<file path="src/rtl/gen_chan_pkg.sv">
// gen_chan_pkg: mode encodings and popcount shared by the channel capture bank
package gen_chan_pkg;
  typedef enum logic [1:0] {
    MODE_INVERT = 2'd0,
    MODE_PASS   = 2'd1,
    MODE_STICKY = 2'd2,
    MODE_EDGE   = 2'd3
  } mode_t;
  localparam int MAX_W = 1024;
  function automatic int popcount(input logic [MAX_W-1:0] v, input int width);
    popcount = 0;
    for (int i = 0; i < MAX_W; i++)
      if (i < width) popcount += 32'(v[i]);
  endfunction
endpackage

</file>
<file path="src/rtl/gen_chan_capture_slice.sv">
// gen_chan_slice: one channel's mode transform, valid pulse and saturating popcount
module gen_chan_slice
  import gen_chan_pkg::*;
#(
  parameter int WIDTH = 10,
  parameter int CNT_W = 16
) (
  input  logic             clk,
  input  logic             reset,
  input  logic [WIDTH-1:0] a_q,
  input  logic [WIDTH-1:0] rise,
  input  logic             cap,
  input  logic             clr,
  input  logic [1:0]       mode,
  output logic [WIDTH-1:0] out,
  output logic             valid,
  output logic [CNT_W-1:0] cnt,
  output logic             ovf
);
  logic [WIDTH-1:0] nxt;
  logic [MAX_W-1:0] ext;
  logic [CNT_W:0]   sum;
  always_comb begin
    nxt = mode == MODE_INVERT ? ~a_q : mode == MODE_PASS ? a_q : mode == MODE_STICKY ? out | a_q : rise;
    ext = '0;
    ext[WIDTH-1:0] = nxt;
    sum = {1'b0, cnt} + (CNT_W+1)'(popcount(ext, WIDTH));
  end
  always_ff @(posedge clk or posedge reset) begin
    if (reset) begin
      out   <= '0;
      valid <= 1'b0;
      cnt   <= '0;
      ovf   <= 1'b0;
    end else if (clr) begin
      out   <= '0;
      valid <= 1'b0;
      cnt   <= '0;
      ovf   <= 1'b0;
    end else if (cap) begin
      out   <= nxt;
      valid <= 1'b1;
      cnt   <= sum[CNT_W] ? '1 : sum[CNT_W-1:0];
      if (sum[CNT_W]) ovf <= 1'b1;
    end else begin
      valid <= 1'b0;
    end
  end
endmodule

</file>
<file path="src/rtl/gen_chan_capture.sv">
// gen_chan_capture: shared input register feeding NCH independent capture channels
module gen_chan_capture
  import gen_chan_pkg::*;
#(
  parameter int WIDTH = 10,
  parameter int NCH   = 2,
  parameter int CNT_W = 16
) (
  input  logic                 clk,
  input  logic                 reset,
  input  logic [WIDTH-1:0]     in,
  input  logic [NCH-1:0]       cap_en,
  input  logic [2*NCH-1:0]     mode,
  input  logic [NCH-1:0]       clr,
  output logic [NCH*WIDTH-1:0] out,
  output logic [NCH-1:0]       valid,
  output logic [NCH*CNT_W-1:0] cnt,
  output logic [NCH-1:0]       ovf
);
  logic [WIDTH-1:0] a_q, a_prev, rise;
  logic             a_ok;
  assign rise = a_q & ~a_prev;
  // a_ok blocks captures until a_q holds a real sample after reset
  always_ff @(posedge clk or posedge reset) begin
    if (reset) begin
      a_q    <= '0;
      a_prev <= '0;
      a_ok   <= 1'b0;
    end else begin
      a_q    <= in;
      a_prev <= a_q;
      a_ok   <= 1'b1;
    end
  end
  for (genvar c = 0; c < NCH; c++) begin : g_ch
    gen_chan_slice #(.WIDTH(WIDTH), .CNT_W(CNT_W)) u_slice (
      .clk   (clk),
      .reset (reset),
      .a_q   (a_q),
      .rise  (rise),
      .cap   (cap_en[c] & a_ok),
      .clr   (clr[c]),
      .mode  (mode[2*c +: 2]),
      .out   (out[c*WIDTH +: WIDTH]),
      .valid (valid[c]),
      .cnt   (cnt[c*CNT_W +: CNT_W]),
      .ovf   (ovf[c])
    );
  end
endmodule
</file>
<file path="config.mk">
export PLATFORM = sky130hd
export DESIGN_NAME = gen_chan_capture
export DESIGN_NICKNAME = d
export VERILOG_FILES = /design/src/rtl/gen_chan_pkg.sv /design/src/rtl/gen_chan_capture_slice.sv /design/src/rtl/gen_chan_capture.sv
export SDC_FILE = /design/constraint.sdc
export NUM_CORES = 1
export LEC_CHECK = 0
export CAP_MARGIN = 20
export CORE_ASPECT_RATIO = 0.5
export CORE_MARGIN = 4
export CORE_UTILIZATION = 25
export CTS_CLUSTER_DIAMETER = 80
export DETAILED_ROUTE_END_ITERATION = 6
export HOLD_SLACK_MARGIN = 0.15
export PLACE_DENSITY_LB_ADDON = 0.3
export SYNTH_ARGS = -nofsm -noshare
export SYNTH_HDL_FRONTEND = slang
export SYNTH_SLANG_ARGS = --single-unit
</file>
<file path="constraint.sdc">
create_clock -name clk -period 5.8 [get_ports clk]
set_clock_uncertainty 0.1 [all_clocks]
set_input_delay 1.16 -clock clk [delete_from_list [all_inputs] [get_ports clk]]
set_output_delay 1.16 -clock clk [all_outputs]
set_load 0.01 [all_outputs]
</file>
==> results of run 1 <==
[cell usage in the layout (no fill, tap or decap), types with 2 or more instances in the layout]
cell type	n
nand3_1	10
o21ai_1	2
a21o_1	4
xnor2_1	9
clkbuf_16	9
xor2_1	9
nor2_1	22
buf_4	26
nor3_1	4
o21ai_0	44
clkinv_4	2
a31oi_1	2
a22oi_1	20
bufinv_16	2
inv_1	38
nand4_1	3
and2_1	7
a21oi_1	39
a211oi_1	9
dfrtp_1	77
clkinvlp_4	3
clkdlybuf4s50_1	75
fa_1	11
o21a_1	16
mux2i_1	7
o31a_1	2
a211o_1	2
nor3b_1	2
nor2b_1	4
ha_1	22
and3_1	2
nand2_1	46
nor4_1	2
[final cells by class]
class	count	area (um^2)
fillers	1711	10900
clock inverters	7	100
well taps	227	284
inverters	39	148
flip-flops and latches	77	1930
multi-input cells	314	2180
clock buffers	9	225
repair buffers	101	946
[per-stage QoR]
step           total power [uW]  utilization [%]  setup TNS, ps  worst slack (ps)  hold WS (ps)
5_1_grt                    2130             34.7              0              26.6           392
6_report                   1970             34.7              0               254           372
3_5_place_dp               1370             32.7          -2950              -214           359
2_1_floorplan              1130                -              0               189           305
4_1_cts                    2000             34.7              0               146           374
3_3_place_gp               1360             32.7          -2750              -209           359
[worst min path at each step]
stage,start,end,slack [ps],cells past startpoint
floorplan,a_q[6],a_prev[6],310,0
global placement,a_q[9],a_prev[9],360,0
detailed placement,a_q[9],a_prev[9],360,0
CTS,a_q[9],a_prev[9],370,0
global route,a_q[9],a_prev[9],390,0
finish,a_q[6],a_prev[6],370,0
[per-layer routing]
metal / track usage [%] / part of all wire [%] / vias up
met4: 3.24 / 1.0 / 0
met1: 14.8 / 47 / 1621
met3: 3.09 / 3.6 / 10
met5: 0 / 0 / -
met2: 19.2 / 48 / 50
li1: - / - / 1747
[cells by family (layout without fill, tap and decap cells)]
| family | Yosys count | count (layout) | synth area share (%) |
|---|---|---|---|
| AND/OR/NAND/NOR | 110 | 110 | 12.6 |
| other | 1 | 1 | 0.0861 |
| XOR/XNOR | 18 | 18 | 3.62 |
| flip-flops | 77 | 77 | 44.3 |
| adder cells (fa/ha/maj) | 34 | 34 | 11.8 |
| multiplexers | 7 | 7 | 1.61 |
| AO/OA/AOI/OAI | 144 | 144 | 20.1 |
| buffers and inverters | 62 | 156 | 5.89 |
[state kept, by name (all words and copies together), names as in the netlist]
name and cells:
a_prev 10, g_ch.u_slice.valid 2, g_ch.u_slice.out 20, a_q 10, g_ch.u_slice.cnt 32, g_ch.u_slice.ovf 2, a_ok 1
[report_power, final]
group / internal (uW) / switching (uW)
Combinational: 366 / 378
Sequential: 574 / 34.4
Clock: 378 / 241
[synthesized netlist by cell type, drive strengths merged]
master	n
a211o	2
a211oi	9
a21o	4
a21oi	40
a22oi	20
a31oi	2
and2	7
and3	3
and4	1
buf	7
clkbuf	16
conb	1
dfrtp	77
fa	12
ha	22
inv	39
mux2i	7
nand2	47
nand3	10
nand4	4
nand4bb	1
nor2	22
nor2b	4
nor3	5
nor3b	2
nor4	2
o211a	1
o21a	16
o21ai	46
o21bai	1
o311a	1
o31a	2
or4b	2
xnor2	9
xor2	9
[worst max-delay path, stage by stage]
cell,delay (ps)
clkdlybuf4s50_1,440
and2_1,200
a22oi_1,190
o21a_1,190
ha_1,250
fa_1,500
inv_1,60
fa_1,540
inv_1,50
fa_1,450
ha_1,220
fa_2,380
a211o_1,340
a21oi_2,190
buf_4,170
nor3_1,70
xnor2_1,160
o21ai_0,80
==> results by group, run 1 <==
Run status
  • Status: completed

Cells and area
  • Area Growth Syn to Fin: 33.4%
  • Final net count: 596
  • Diode count: 0
  • Non-Filler Instances: 774
  • Final Instance Area: 0.00581 mm^2
  • Share of cells above drive strength 1: 9.32%

Floorplan
  • Die Ht: 101 um
  • Core Area: 0.0167 mm^2
  • Cell row count: 33
  • Die X: 195 um
  • IO Pins: 76
  • Initial Utilization: a little over a quarter
  • Die area: slightly below 0.02 mm^2

Global route
  • Total global-route track usage: 11.4%
  • Largest net degree at the start of global routing: 45
  • Vias in the first global route: 3508
  • First-pass GRT wire length: ~18000 um
  • Initial antenna violation count: 0
  • Congestion Overflow GR: 0

Power
  • VDD IR-drop max: 0.000151 V
  • Pwr dens: 339 mW/mm^2
  • Leakage power: roughly 0.0025 uW

Synthesis
  • Post-synth cell types: 44
  • Yosys reg bits: 77
  • Synth area leaders: dfrtp_1 (44%), ha_1 (6.3%), fa_1 (5.5%), o21ai_0 (5.1%), a21oi_1 (4.6%)
  • Synth top area share: 44.3%
  • Avg Inst Size Synth: 9.61 um^2
  • Synthesized area: between 0.004 and 0.005 mm^2
  • Syn. warnings: 0
  • Leading area contributor after synthesis: dfrtp_1
  • Gate Count Post-Synth: 453
  • Seq/Total Area, Yosys: 44.3%
  • Syn nets: 507

Setup path
  • Crit path from: mode[0]
  • Crit end category: register
  • End of the worst register-to-register path: g_ch[0].u_slice.cnt[8]
  • Setup CP Type: input port to register
  • FF-to-FF Start: a_q[1]
  • CP arrival: 5640 ps
  • Startpoint types: input port
  • Worst setup path end: g_ch[0].u_slice.cnt[8]
  • Req. time, crit path: just under 6000 ps
  • Maximum fanout along the worst path: 5
  • R2r setup slk: 1290 ps
  • R2R depth: 16

Job
  • MaxCap Viol Count: 0

Placed design
  • Post-DP Area: 0.00547 mm^2
  • PortBufs: 75
  • HPWL after DPL: 8190 um
  • Routability Congestion: 0.824
  • Dpl cells: 758

STA
  • Slew Viols, Final: 0
  • Hold Vio Cnt, Final: 0
  • Final Cycle Share: 95.6%
  • Upper clock frequency limit: 0.180 GHz
  • Least-Margin Pin Slew: 907 ps
  • Final min period: 5550 ps
  • Final setup violation count: 0
  • RSZ-0062 raised after global routing: false
  • Slew HR: 39.3%

Drt
  • Via/cell ratio: 4.43
  • Final WL: ~11000 um
  • DRC: 0
  • Post-detailed-route wirelength per cell: 14.3 um
  • Via count: 3428
  • Drt pass-1 iters: 4
  • Antenna viol nets, final: 0
  • DRT iter0 DRCs: 136

CTS
  • Post-CTS setup buffer count: 0
  • CTS tree: done
  • Clock Latency Late Sink: 350 ps
  • Hold Buf Count CTS: 0
  • Clock transition at path regs: 60 ps
  • CTS H-tree lvls: 3
  • Clock buffer count from CTS: 9
  • Clock Sink Count: 77
  • Clock buffer depth: 2
  • Clock Tree Root: clkbuf_16
  • Post-CTS sizing: 0

Hold path
  • Worst hold path type: register to register
Power figures use the tool's default switching activity.
==> inputs of run 2 (changes only) <==
--- a/config.mk
+++ b/config.mk
@@ -10,6 +10,7 @@
 export CORE_MARGIN = 4
 export CORE_UTILIZATION = 25
 export CTS_CLUSTER_DIAMETER = 80
+export CTS_CLUSTER_SIZE = 20
 export DETAILED_ROUTE_END_ITERATION = 6
 export HOLD_SLACK_MARGIN = 0.15
 export PLACE_DENSITY_LB_ADDON = 0.3
==> results of run 2 <==
Final layout, timing and power as in run 1 (identical DEF).
